**src/rtl/rps_round_ctrl.sv**
```systemverilog
// rps_round_ctrl
//   Rock-paper-scissors round controller that sits in front of the VGA choice drawer.
//   It debounces the play button and latches the user's move. It predicts the user's
//   move from a learned transition table and plays the move that beats that prediction.
//   It then asks the drawer for two frames (the user move, then the computer move),
//   judges the round, updates the scores and trains the table.
// Ports
//   CLOCK_50     in   system clock (50 MHz)
//   reset_n      in   asynchronous active-low reset
//   play_n       in   raw active-low play button (asynchronous)
//   user_choice  in   00 rock, 01 scissor, 10 paper, 11 invalid
//   draw_done    in   1-cycle pulse from the drawer when a frame is complete
//   draw_start   out  1-cycle pulse; the drawer loads draw_choice/draw_player
//   draw_choice  out  move to draw
//   draw_player  out  0 user, 1 computer
//   cpu_choice   out  computer move of the current/last round
//   result       out  00 none, 01 user win, 10 cpu win, 11 tie
//   user_score   out  saturating user win count
//   cpu_score    out  saturating computer win count
//   busy         out  high whenever a round is in progress
module rps_round_ctrl #(
    parameter int DEBOUNCE_CYCLES = 500000,
    parameter int CNT_W           = 4,
    parameter int SCORE_W         = 4
) (
    input  logic               CLOCK_50,
    input  logic               reset_n,
    input  logic               play_n,
    input  logic [1:0]         user_choice,
    input  logic               draw_done,
    output logic               draw_start,
    output logic [1:0]         draw_choice,
    output logic               draw_player,
    output logic [1:0]         cpu_choice,
    output logic [1:0]         result,
    output logic [SCORE_W-1:0] user_score,
    output logic [SCORE_W-1:0] cpu_score,
    output logic               busy
);

    localparam int               DB_W    = $clog2(DEBOUNCE_CYCLES + 1);
    localparam logic [DB_W-1:0]  DB_MAX  = DB_W'(DEBOUNCE_CYCLES);
    localparam logic [DB_W-1:0]  DB_LAST = DB_W'(DEBOUNCE_CYCLES - 1);

    typedef enum logic [2:0] {
        S_IDLE, S_PREDICT, S_DRAW_U, S_WAIT_U, S_DRAW_C, S_WAIT_C, S_JUDGE, S_UPDATE
    } state_t;

    state_t             r_state, w_next;
    logic               r_play_s1, r_play_s2;
    logic [DB_W-1:0]    r_db_cnt;
    logic               w_play_evt;
    logic               w_accept;
    logic               w_draw_start;

    logic [1:0]         r_user_move, r_last_move, r_cpu_choice, r_draw_choice, r_result;
    logic               r_draw_player, r_have_hist;
    logic [SCORE_W-1:0] r_user_score, r_cpu_score;
    logic [CNT_W-1:0]   r_tbl [3][3];

    logic [CNT_W-1:0]   w_cnt_r, w_cnt_s, w_cnt_p, w_tgt;
    logic [1:0]         w_pred, w_beater;
    logic               w_tie, w_user_wins;

    // Button synchroniser and debounce; the counter parks at DB_MAX so a long
    // press yields a single event.
    always_ff @(posedge CLOCK_50 or negedge reset_n) begin
        if (!reset_n) begin
            r_play_s1 <= 1'b1;
            r_play_s2 <= 1'b1;
            r_db_cnt  <= '0;
        end else begin
            r_play_s1 <= play_n;
            r_play_s2 <= r_play_s1;
            if (r_play_s2)
                r_db_cnt <= '0;
            else if (r_db_cnt != DB_MAX)
                r_db_cnt <= r_db_cnt + 1'b1;
        end
    end

    assign w_play_evt = !r_play_s2 && (r_db_cnt == DB_LAST);
    assign w_accept   = w_play_evt && (user_choice != 2'b11);

    // Prediction: row of the previous move, argmax with rock>scissor>paper on ties.
    always_comb begin
        w_cnt_r = r_have_hist ? r_tbl[r_last_move][2'd0] : '0;
        w_cnt_s = r_have_hist ? r_tbl[r_last_move][2'd1] : '0;
        w_cnt_p = r_have_hist ? r_tbl[r_last_move][2'd2] : '0;
        if (w_cnt_r >= w_cnt_s && w_cnt_r >= w_cnt_p)
            w_pred = 2'b00;
        else if (w_cnt_s >= w_cnt_p)
            w_pred = 2'b01;
        else
            w_pred = 2'b10;
        case (w_pred)
            2'b00:   w_beater = 2'b10;
            2'b01:   w_beater = 2'b00;
            default: w_beater = 2'b01;
        endcase
    end

    always_comb begin
        w_tie       = (r_user_move == r_cpu_choice);
        w_user_wins = (r_user_move == 2'b00 && r_cpu_choice == 2'b01) ||
                      (r_user_move == 2'b01 && r_cpu_choice == 2'b10) ||
                      (r_user_move == 2'b10 && r_cpu_choice == 2'b00);
        w_tgt       = r_tbl[r_last_move][r_user_move];
    end

    always_ff @(posedge CLOCK_50 or negedge reset_n) begin
        if (!reset_n)
            r_state <= S_IDLE;
        else
            r_state <= w_next;
    end

    always_comb begin
        w_next       = r_state;
        w_draw_start = 1'b0;
        case (r_state)
            S_IDLE:    if (w_accept) w_next = S_PREDICT;
            S_PREDICT: w_next = S_DRAW_U;
            S_DRAW_U: begin
                w_draw_start = 1'b1;
                w_next       = S_WAIT_U;
            end
            S_WAIT_U:  if (draw_done) w_next = S_DRAW_C;
            S_DRAW_C: begin
                w_draw_start = 1'b1;
                w_next       = S_WAIT_C;
            end
            S_WAIT_C:  if (draw_done) w_next = S_JUDGE;
            S_JUDGE:   w_next = S_UPDATE;
            S_UPDATE:  w_next = S_IDLE;
            default:   w_next = S_IDLE;
        endcase
    end

    // draw_choice/draw_player are loaded one cycle ahead so they are stable
    // during the draw_start cycle.
    always_ff @(posedge CLOCK_50 or negedge reset_n) begin
        if (!reset_n) begin
            r_user_move   <= '0;
            r_last_move   <= '0;
            r_cpu_choice  <= '0;
            r_draw_choice <= '0;
            r_draw_player <= 1'b0;
            r_result      <= '0;
            r_user_score  <= '0;
            r_cpu_score   <= '0;
            r_have_hist   <= 1'b0;
            r_tbl         <= '{default: '0};
        end else begin
            case (r_state)
                S_IDLE: if (w_accept) r_user_move <= user_choice;
                S_PREDICT: begin
                    r_cpu_choice  <= w_beater;
                    r_draw_choice <= r_user_move;
                    r_draw_player <= 1'b0;
                end
                S_WAIT_U: if (draw_done) begin
                    r_draw_choice <= r_cpu_choice;
                    r_draw_player <= 1'b1;
                end
                S_JUDGE: begin
                    if (w_tie) begin
                        r_result <= 2'b11;
                    end else if (w_user_wins) begin
                        r_result <= 2'b01;
                        if (r_user_score != '1) r_user_score <= r_user_score + 1'b1;
                    end else begin
                        r_result <= 2'b10;
                        if (r_cpu_score != '1) r_cpu_score <= r_cpu_score + 1'b1;
                    end
                end
                S_UPDATE: begin
                    if (r_have_hist) begin
                        if (&w_tgt) begin
                            // Halve the row, then the later write to the target wins.
                            r_tbl[r_last_move][2'd0] <= r_tbl[r_last_move][2'd0] >> 1;
                            r_tbl[r_last_move][2'd1] <= r_tbl[r_last_move][2'd1] >> 1;
                            r_tbl[r_last_move][2'd2] <= r_tbl[r_last_move][2'd2] >> 1;
                            r_tbl[r_last_move][r_user_move] <= (w_tgt >> 1) + 1'b1;
                        end else begin
                            r_tbl[r_last_move][r_user_move] <= w_tgt + 1'b1;
                        end
                    end
                    r_last_move <= r_user_move;
                    r_have_hist <= 1'b1;
                end
                default: ;
            endcase
        end
    end

    assign draw_start  = w_draw_start;
    assign draw_choice = r_draw_choice;
    assign draw_player = r_draw_player;
    assign cpu_choice  = r_cpu_choice;
    assign result      = r_result;
    assign user_score  = r_user_score;
    assign cpu_score   = r_cpu_score;
    assign busy        = (r_state != S_IDLE);

endmodule
```
**config.mk**
```make
export PLATFORM = sky130hd
export DESIGN_NAME = rps_round_ctrl
export DESIGN_NICKNAME = d
export VERILOG_FILES = /design/src/rtl/rps_round_ctrl.sv
export SDC_FILE = /design/constraint.sdc
export NUM_CORES = 1
export LEC_CHECK = 0
export BUFFER_PORTS_ARGS = -buffer_cell sky130_fd_sc_hd__buf_2
export CAP_MARGIN = 40
export CORE_MARGIN = 10
export CORE_UTILIZATION = 65
export CTS_CLUSTER_SIZE = 30
export DETAILED_ROUTE_END_ITERATION = 7
export GPL_ROUTABILITY_DRIVEN = 0
export GPL_TIMING_DRIVEN = 1
export MAX_ROUTING_LAYER = met4
export PLACE_DENSITY_LB_ADDON = 0.05
export SLEW_MARGIN = 5
export SYNTH_ARGS = -nofsm -noshare
export SYNTH_HDL_FRONTEND = slang
export SYNTH_SLANG_ARGS = --single-unit
```
**constraint.sdc**
```tcl
create_clock -name CLOCK_50 -period 4.5 [get_ports CLOCK_50]
set_input_delay 0.675 -clock CLOCK_50 [delete_from_list [all_inputs] [get_ports CLOCK_50]]
set_output_delay 0.675 -clock CLOCK_50 [all_outputs]
set_load 0.01 [all_outputs]
```
After elaboration in Yosys (flattened, before gate mapping)
Index checks and enable logic that the tools add are counted.
{"block": "word_totals", "ff_bits": 80, "in_bits": 6, "out_inout_bits": 17, "elab_cells": 126}
{"block": "classes", "addsub": 5, "n_lt_le_gt_ge": 7, "eq_ne": 21, "muxes": 41, "n_bitwise": 4, "reduce_logical": 26}
{"op": "$bwmux W36", "n": 5}
{"op": "$demux W12 S2", "n": 4}
{"op": "$mux W12", "n": 4}
{"op": "$mux W19", "n": 2}
{"op": "$mux W36", "n": 1}
{"op": "$mux W4", "n": 7}
{"op": "$bmux W12 S2", "n": 1}
{"op": "$pmux W3 S8", "n": 1}
{"op": "$add A19 B1 Y19 const B", "n": 1}
{"op": "$eq A19 B19 Y1 const B", "n": 1}
{"op": "$ne A19 B19 Y1 const B", "n": 1}
{"op": "$add A4 B1 Y4 const B", "n": 3}
{"op": "$eq A3 B3 Y1 const B", "n": 4}
{"op": "$ge A4 B4 Y1", "n": 3}
{"op": "$reduce_and A4 Y1", "n": 3}
{"op": "$mux W2", "n": 5}
{"op": "$mux W3", "n": 3}
{"op": "$bmux W4 S2", "n": 1}
{"op": "$demux W4 S2", "n": 1}
{"op": "$logic_and A1 B1 Y1", "n": 8}
{"op": "$mux W8", "n": 1}
{"op": "$ne A2 B2 Y1 const B", "n": 4}
{"op": "$ne A4 B4 Y1 const B", "n": 2}
{"op": "$pmux W2 S2", "n": 2}
{"op": "21 further kinds", "n": 36}

Logic depth before layout (Yosys ltp)
Gate-level depths: netlist of the first run.
{"block": "depth", "word_depth": 10, "depth_mapped": 14, "ltp_nobuf": 11}

Worst setup path before layout of the first run
OpenSTA, ideal clock, no wires.
{"block": "synth_timing", "path_kind": "register to register", "startpoint": "register r_last_move[0]", "endpoint": "register r_tbl[4] (netlist name)", "setup_time_ns": 0.087, "arrival_time_ns": 2.711, "required_ns": 4.413, "slack_ns": 1.702, "stages_incl_launch_ff": 12, "path_buffers": 3, "synth_period_minus_slack_ns": 2.798, "cell_sequence": "dfrtp_1 > buf_2 > nor2b_1 > clkbuf_1 > a21oi_1 > o221ai_1 > ha_1 > clkinv_1 > nor3_2 > buf_4 > mux2_2 > o211ai_1"}
{"block": "synth_via", "elab_chain_cells": 10, "word_cells_on_any_way": 25, "classes_between": "add/sub (2); order compare (2); mux (18); bitwise (1); reduce/logical (2)"}
{"item": "start: declaration", "line": "56", "rtl": "logic [1:0] r_user_move, r_last_move, r_cpu_choice, r_draw_choice, r_result;"}
{"item": "start signal: assignment", "line": "189", "rtl": "r_last_move <= r_user_move;"}
{"item": "$not A2 Y3 (not written as such) *"}
{"item": "$bmux W12 S2"}
{"item": "$mux W12 (not written as such) (2 in series)", "line": "183", "rtl": "r_tbl[r_last_move][2'd2] <= r_tbl[r_last_move][2'd2] >> 1;"}
{"item": "$bmux W4 S2", "line": "108", "rtl": "w_tgt = r_tbl[r_last_move][r_user_move];"}
{"item": "$mux W4 (not written as such) (2 in series)", "line": "108"}
{"item": "$add A4 B1 Y4 / $add A3 B1 Y4 (equally long branches)", "line": "186, 184"}
{"item": "$bwmux W36 (on tied branches)", "line": "186, 184"}
{"item": "$mux W36 *", "line": "179", "rtl": "if (&w_tgt) begin"}
{"item": "end signal: indexed assignment", "line": "181", "rtl": "r_tbl[r_last_move][2'd0] <= r_tbl[r_last_move][2'd0] >> 1;"}
{"item": "end signal: indexed assignment", "line": "182", "rtl": "r_tbl[r_last_move][2'd1] <= r_tbl[r_last_move][2'd1] >> 1;"}
{"item": "end signal: indexed assignment", "line": "186", "rtl": "r_tbl[r_last_move][r_user_move] <= w_tgt + 1'b1;"}
{"item": "end: declaration", "line": "59", "rtl": "logic [CNT_W-1:0] r_tbl [3][3];"}
Mark *: on every way between the ends. The rest lies on a longest branch, timed or not. The select of a mux whose other input is x is not followed.
A chain may end at the register's enable or synchronous reset.

Worst setup path in the final report of the first run
{"block": "layout_timing", "startpoint": "register r_user_move[0]", "endpoint": "register r_tbl[5] (netlist name)"}
{"block": "layout_via", "elab_chain_cells": 9, "word_cells_on_any_way": 17, "classes_between": "add/sub (2); order compare (2); mux (10); bitwise (1); reduce/logical (2)"}
{"item": "start: declaration", "line": "56"}
{"item": "start signal: assignment", "line": "156", "rtl": "S_IDLE: if (w_accept) r_user_move <= user_choice;"}
{"item": "$not A2 Y3 (not written as such) *", "line": "108, 184, 186"}
{"item": "$ge A3 B3 Y1 (not written as such) / $lt A3 B1 Y1 (equally long branches)", "line": "184, 186"}
{"item": "$logic_and A1 B1 Y1 (not written as such)", "line": "184, 186"}
{"item": "$mux W4 (not written as such)", "line": "184, 186"}
{"item": "$demux W4 S2", "line": "184, 186"}
{"item": "$mux W12 (not written as such)", "line": "184, 186"}
{"item": "$demux W12 S2", "line": "184, 186"}
{"item": "$bwmux W36 (on tied branches)", "line": "186, 184"}
{"item": "$mux W36 *", "line": "179"}
{"item": "end signal: indexed assignment", "line": "181"}
{"item": "end signal: indexed assignment", "line": "184", "rtl": "r_tbl[r_last_move][r_user_move] <= (w_tgt >> 1) + 1'b1;"}
{"item": "end signal: indexed assignment", "line": "186"}
Marked as above.

==> results.sh, run 1 <==
export IMPL_synth_main_ff_cell="dfrtp_1"
export IMPL_grt_total_usage_pct=21.1
export IMPL_crit_required_ns=4.74
export IMPL_grt_max_degree=49
export IMPL_gr_total_overflow=0
export IMPL_die_y_um=106
export IMPL_async_reset_ff_share_pct=100
export IMPL_fill_cells=568
export IMPL_clk_pin_slew_ns=0.09
export IMPL_ys_seq_area_share_pct=41.8
export IMPL_start_util_pct=66.5
export IMPL_synth_nets=512
export IMPL_slew_headroom_pct=44.7
export IMPL_ant_nets=0
export IMPL_yosysWarnings=0
export IMPL_drive_gt1_share_pct=14.3
export IMPL_wl_per_cell_um=18.2
export IMPL_postCtsResizedCells=0
export IMPL_grt_pass1_wl_um=19100
export IMPL_drv_slew=0
export IMPL_p_per_area_nw_per_um2=373
export IMPL_cp_cell_sequence="inv_2 > nor2_1 > buf_4 > nand2_1 > o221ai_1 > ha_1 > clkinv_1 > nor3_2 > o21ai_0 > mux2_2"
export IMPL_place_hpwl_um=8260
export IMPL_max_freq_ghz=0.253
export IMPL_synth_seq_cells=80
export IMPL_diodes=0
export IMPL_fin_skew_ns=0.0101
export IMPL_die_area_um2=11200
export IMPL_drt_iter0_markers=236
export IMPL_netlist_area_um2=4800
export IMPL_post_route_period_util_pct=87.8
export IMPL_grt_pass1_vias=3880
export IMPL_core_area_um2=7210
export IMPL_ctsLongestPathBuffers=2
export IMPL_path_class="register to register"
export IMPL_ctsHoldBuffers=0
export IMPL_multi_input_area_um2=2590
export IMPL_tightest_slew_ns=0.821
export IMPL_avgSynthCellArea_um2=9.87
export IMPL_endpoint_kind="register"
export IMPL_dr_total_vias=3861
export IMPL_dp_cells=592
export IMPL_ir_worst_vdd_uv=361
export IMPL_cts_tree="built"
export IMPL_setup_viol=0
export IMPL_critPathMaxFanout=12
export IMPL_hp_class="primary input to async pin"
export IMPL_synth_edf_count=0
export IMPL_postCtsSetupRepairBufs=0
export IMPL_syn_instance_count=486
export IMPL_drv_cap=0
export IMPL_clock_latency_ns=0.35
export IMPL_max_stage_delay_ns=0.68
export IMPL_rsz0062_at_grt="no"
export IMPL_clock_sinks=80
export IMPL_worstPathArrival_ns=4.19
export IMPL_first_pass_iters=5
export IMPL_io_buffers=22
export IMPL_h_tree_depth=3
export IMPL_cts_inserted_buffers=9
export IMPL_vias_per_cell=6.35
export IMPL_fin_tns_setup_ns=0
export IMPL_cts_root_buf="clkbuf_8"
export IMPL_nNetsFinal=530
export IMPL_drc=0
export IMPL_pin_count=23
export IMPL_ff_latch_area_um2=2000
export IMPL_crit_path_start_kind="register"
export IMPL_cp_slowest_cell="nor3_2"
export IMPL_placementRows=31
export IMPL_leakage_uw=0.00224
export IMPL_syn_to_final_growth_pct=8.63
export IMPL_status="finished, final reports clean"
export IMPL_fin_cells=608
export IMPL_ys_types=68
export IMPL_final_hold_viol_count=0
export IMPL_wirelength_um=11100
export IMPL_die_x_um=106
export IMPL_fin_crit_ns=3.95
export IMPL_antenna_found_initial=0
==> report_power, final <==
part           switching [µW]  internal [µW]  total, µW
clock                     274            318        592
combinational             310            208        518
sequential               56.0            777        833
==> path summary, 6_finish.rpt <==
path	from	endpoint	slack (ns)	cells after the start
max	r_user_move[0]	r_tbl[5]	0.55	10
min	reset_n	r_have_hist	0.26	1
max reg2reg	r_user_move[0]	r_tbl[5]	0.55	10
min reg2reg	r_play_s1	r_play_s2	0.36	0
max in group asynchronous	reset_n	r_play_s1	3.61	2
min in group CLOCK_50	r_play_s1	r_play_s2	0.36	0
==> kinds of logic (layout without fill, tap and decap cells) <==
| group | Yosys count | after routing | share of synthesized area [%] |
|---|---|---|---|
| buffers and inverters | 45 | 68 | 4.23 |
| XOR/XNOR | 26 | 26 | 4.75 |
| AO/OA/AOI/OAI | 137 | 137 | 21.1 |
| AND/OR/NAND/NOR | 142 | 142 | 14.6 |
| adder cells (fa/ha/maj) | 20 | 20 | 5.22 |
| flip-flops | 80 | 80 | 41.8 |
| multiplexers | 36 | 36 | 8.37 |
==> cells in the mapped netlist (all sizes together), types with 6 or more instances <==
master   count  share of area [%]
a21oi       32                3.5
a2bb2oi      7                1.4
and2         6               0.78
buf         12                1.6
clkbuf       9               0.70
dfrtp       78                 41
ha          20                5.2
inv         22                1.7
mux2        13                3.1
mux2i       21                4.4
nand2       45                3.5
nand2b       7               0.91
nand3        8                1.1
nand4        8                1.0
nor2        38                3.0
nor3         6               0.73
o211ai       7                1.2
o21ai       18                1.9
o22a        14                2.6
o2bb2ai     10                1.8
o32ai        7                1.3
xnor2       13                2.4
xor2        13                2.4
==> metrics by stage <==
stage | power, µW | util, % | instance area, µm² | worst slack [ns] | hold slack (ns)
final | 1940 | 72.2 | 5210 | 0.548 | 0.257
after global routing | 2060 | 72.2 | 5210 | 0.298 | 0.279
after CTS | 1960 | 72.2 | 5210 | 0.637 | 0.256
after detailed placement | 1370 | 69.1 | 4990 | 0.651 | 0.347
after global placement | 1340 | 68.7 | 4960 | 0.763 | 0.346
after floorplan | 1220 | - | 4800 | 1.70 | 0.345
==> layout by cell type (no fill, tap or decap), drive strengths merged, types with 3 or more instances in the layout <==
master   Yosys  routed
mux2        13      13
a41oi        5       5
and3         3       3
mux2i       21      21
xnor2       13      13
nand2       45      45
a21oi       32      32
nand2b       7       7
o31ai        4       4
o32ai        7       7
xor2        13      13
nand4        8       8
nor2b        5       5
o21a         3       3
dfrtp       78      78
and2         6       6
clkbuf       9       9
o22a        14      14
inv         22      25
nor2        38      38
nand3b       4       4
a31oi        4       4
o211ai       7       7
o2bb2ai     10      10
or3          4       4
a2bb2oi      7       7
nor3         6       6
ha          20      20
a21o         5       5
nand3        8       8
o21ai       18      18
buf         12      28
==> per-layer routing <==
metal	vias up	wire length (µm)	global-route usage, %	share of wire (%)
met5	-	0	-	0
met2	126	5310	32.7	48
met1	1872	4760	25.8	43
li1	1829	-	-	-
met3	34	609	4.35	5.5
met4	0	410	10.4	3.7
==> final cells by class <==
class,count,area share [%]
multi-input combinational,361,49.7
sequential,80,38.5
timing repair buffer,28,3.41
clock buffer,9,2.38
tap,99,2.38
clock inverter,7,1.94
inverter,24,1.73
==> critical path, delay by kind of cell, from the launching register on <==
kind,cells,cell delay (ns)
adder cells (fa/ha/maj),1,0.54
buffers and inverters,3,0.79
flip-flops,1,0.62
AO/OA/AOI/OAI,2,0.47
multiplexers,1,0.34
AND/OR/NAND/NOR,3,1.08
==> sequential cells by signal, summed over array words and instances (netlist names) <==
name	count
draw_choice	2
cpu_score	4
r_have_hist	1
cpu_choice	2
r_user_move	2
draw_player	1
r_tbl	36
r_play_s1	1
result	2
user_score	4
r_db_cnt	19
r_play_s2	1
r_last_move	2
r_state	3
Note: power is estimated with default switching activity, not from simulation.
==> run 2: changes to the inputs <==
- ABC_AREA: not set -> 1
==> run 2 against run 1 <==
Flip-flop and latch count did not move. Maximum frequency up 19%. Cell count rose by 45%. Combinational power down 4%. Critical path type unchanged.
==> results.sh, run 2 <==
export IMPL_status="finished, final reports clean"
export IMPL_rr_startpoint="r_last_move[0]"
export IMPL_antenna_found_initial=0
export IMPL_grt_total_usage_pct=23.6
export IMPL_tightest_slew_ns=0.665
export IMPL_netlist_area_um2=5190
export IMPL_place_hpwl_um=9710
export IMPL_synth_edf_count=0
export IMPL_cts_inserted_buffers=9
export IMPL_fin_skew_ns=0.0122
export IMPL_setup_viol=0
export IMPL_clock_sinks=80
export IMPL_vias_per_cell=5.86
export IMPL_drt_iter0_markers=675
export IMPL_drv_slew=0
export IMPL_fin_util_pct=71.6
export IMPL_multi_input_area_um2=2750
export IMPL_h_tree_depth=3
export IMPL_drive_gt1_share_pct=7.82
export IMPL_grt_pass1_vias=4685
export IMPL_final_common_cell="nand2_1"
export IMPL_synth_area_leaders="dfrtp_1 38%, nand2_1 19%, nand3_1 9.4%, inv_1 5.4%, ha_1 4.8%"
export IMPL_cp_cell_sequence="inv_2 > nor2_4 > nand2_1 > nand3_1 > nand2_1 > nand3_1 > ha_1 > nand3_4 > or2_0 > nand3_1 > nand2_1"
export IMPL_fin_tns_setup_ns=0
export IMPL_path_delay_family="simple AND/OR/NAND/NOR gates"
export IMPL_drc=0
export IMPL_fin_crit_ns=3.31
export IMPL_max_stage_delay_ns=0.67
export IMPL_clk_pin_slew_ns=0.09
export IMPL_postCtsResizedCells=0
export IMPL_max_freq_ghz=0.302
export IMPL_cts_tree="built"
export IMPL_synth_top_cell_area_share_pct=37.6
export IMPL_p_per_area_nw_per_um2=346
export IMPL_wirelength_um=13300
export IMPL_whs_ns=0.191
export IMPL_final_cell_mix="265 x nand2_1, 97 x nand3_1, 78 x dfrtp_1, 74 x inv_1, 66 x nor2_1"
export IMPL_fill_cells=659
export IMPL_start_util_pct=67.1
export IMPL_leakage_uw=0.00289
export IMPL_synth_seq_cells=80
export IMPL_grt_max_degree=62
export IMPL_crit_required_ns=4.73
export IMPL_placementRows=32
export IMPL_yosysTopAreaCell="dfrtp_1"
export IMPL_yosys_top_cells_count="265 x nand2_1, 97 x nand3_1, 78 x dfrtp_1"
export IMPL_dr_total_vias=5168
export IMPL_wl_per_cell_um=15.1
export IMPL_io_buffers=22
export IMPL_yosysWarnings=0
export IMPL_rsz0062_at_grt="no"
export IMPL_crit_path_start_kind="register"
export IMPL_syn_instance_count=760
export IMPL_reg_top3="r_tbl x36, r_db_cnt x19"
export IMPL_slew_headroom_pct=55.5
export IMPL_final_hold_viol_count=0
export IMPL_ys_types=39
export IMPL_yosysMostFrequentCell="nand2_1"
export IMPL_path_class="register to register"
export IMPL_diodes=0
export IMPL_gr_total_overflow=0
export IMPL_ctsLongestPathBuffers=2
export IMPL_drv_cap=0
export IMPL_die_area_um2=12000
export IMPL_die_x_um=109
export IMPL_core_area_um2=7730
export IMPL_avgSynthCellArea_um2=6.83
export IMPL_crit_buf_inv=1
export IMPL_clock_latency_ns=0.35
export IMPL_grt_pass1_wl_um=22100
export IMPL_first_pass_iters=7
export IMPL_crit_path_start="r_last_move[0]"
export IMPL_synth_nets=786
export IMPL_postCtsSetupRepairBufs=0
export IMPL_endpoint_kind="register"
export IMPL_cp_slowest_cell="dfrtp_1"
export IMPL_ff_latch_area_um2=2000
export IMPL_nNetsFinal=801
export IMPL_syn_to_final_growth_pct=6.70
export IMPL_largest_reg_flops=36
export IMPL_pin_count=23
export IMPL_post_route_period_util_pct=73.5
export IMPL_ir_worst_vdd_uv=236
export IMPL_cts_root_buf="clkbuf_8"
export IMPL_async_reset_ff_share_pct=100
export IMPL_die_y_um=109
export IMPL_ant_nets=0
export IMPL_synth_main_ff_cell="dfrtp_1"
export IMPL_worstPathArrival_ns=3.54
export IMPL_top_register="r_tbl"
export IMPL_hp_class="primary input to async pin"
export IMPL_critPathMaxFanout=25
export IMPL_ctsHoldBuffers=0
export IMPL_rrSetupSlack_ns=1.19
export IMPL_ys_seq_area_share_pct=38.6
## run 2: changes by cell type in the layout (fill, tap and decap cells not counted), sizes merged, moves of 13 or more
cell / before / now
mux2: 13 / 0
inv: 25 / 87
nor2: 38 / 70
mux2i: 21 / 1
o21ai: 18 / 43
nand3: 8 / 101
nand2: 45 / 267
o22a: 14 / 0
## run 2: area by class of cell
type	instances	share of cell area, %
clock buffers	13	2.87
clock inverters	3	0.452
inverters	88	6.01
multi-input cells	573	49.6
flip-flops and latches	80	36.2
well taps	102	2.31
repair buffers	23	2.53
## run 2: worst paths after layout
path / end / cells past startpoint
worst max-delay path: r_tbl[19] / 11
worst min-delay path: cpu_choice[0] / 1
worst max register to register: r_tbl[19] / 11
worst min register to register: r_play_s2 / 0
max in group asynchronous: r_play_s1 / 2
min in group CLOCK_50: r_play_s2 / 0
## run 2: report_power, final
group | total (µW) | internal (µW) | switching (µW)
combinational | 499 | 155 | 345
sequential | 910 | 794 | 116
clock | 504 | 235 | 270
## run 2: routing by layer
metal,GRT usage (%),vias to the layer above,wire length [µm],share of wire [%]
li1,-,2480,-,-
met1,30.6,2376,5660,42
met2,35.6,265,5970,45
met3,4.21,47,1260,9.5
met4,10.0,0,444,3.3
met5,-,-,0,0
## run 2: kinds of logic after synthesis
kind of cell	share of synthesized area, %
simple gates	37.6
buf+inv	8.42
compound gates	9.12
flops	38.6
fa+ha+maj	4.82
xor+xnor	1.18
mux	0.193
## run 2: through the flow
step           power [µW]  setup slack, ns  area (µm²)  std cells
2_1_floorplan        1260             2.29        5190        760
3_3_place_gp         1380             1.49        5330        865
3_5_place_dp         1420             1.31        5350        866
4_1_cts              1920             1.29        5540        882
5_1_grt              2020            0.972        5540        882
6_report             1910             1.19        5540        882
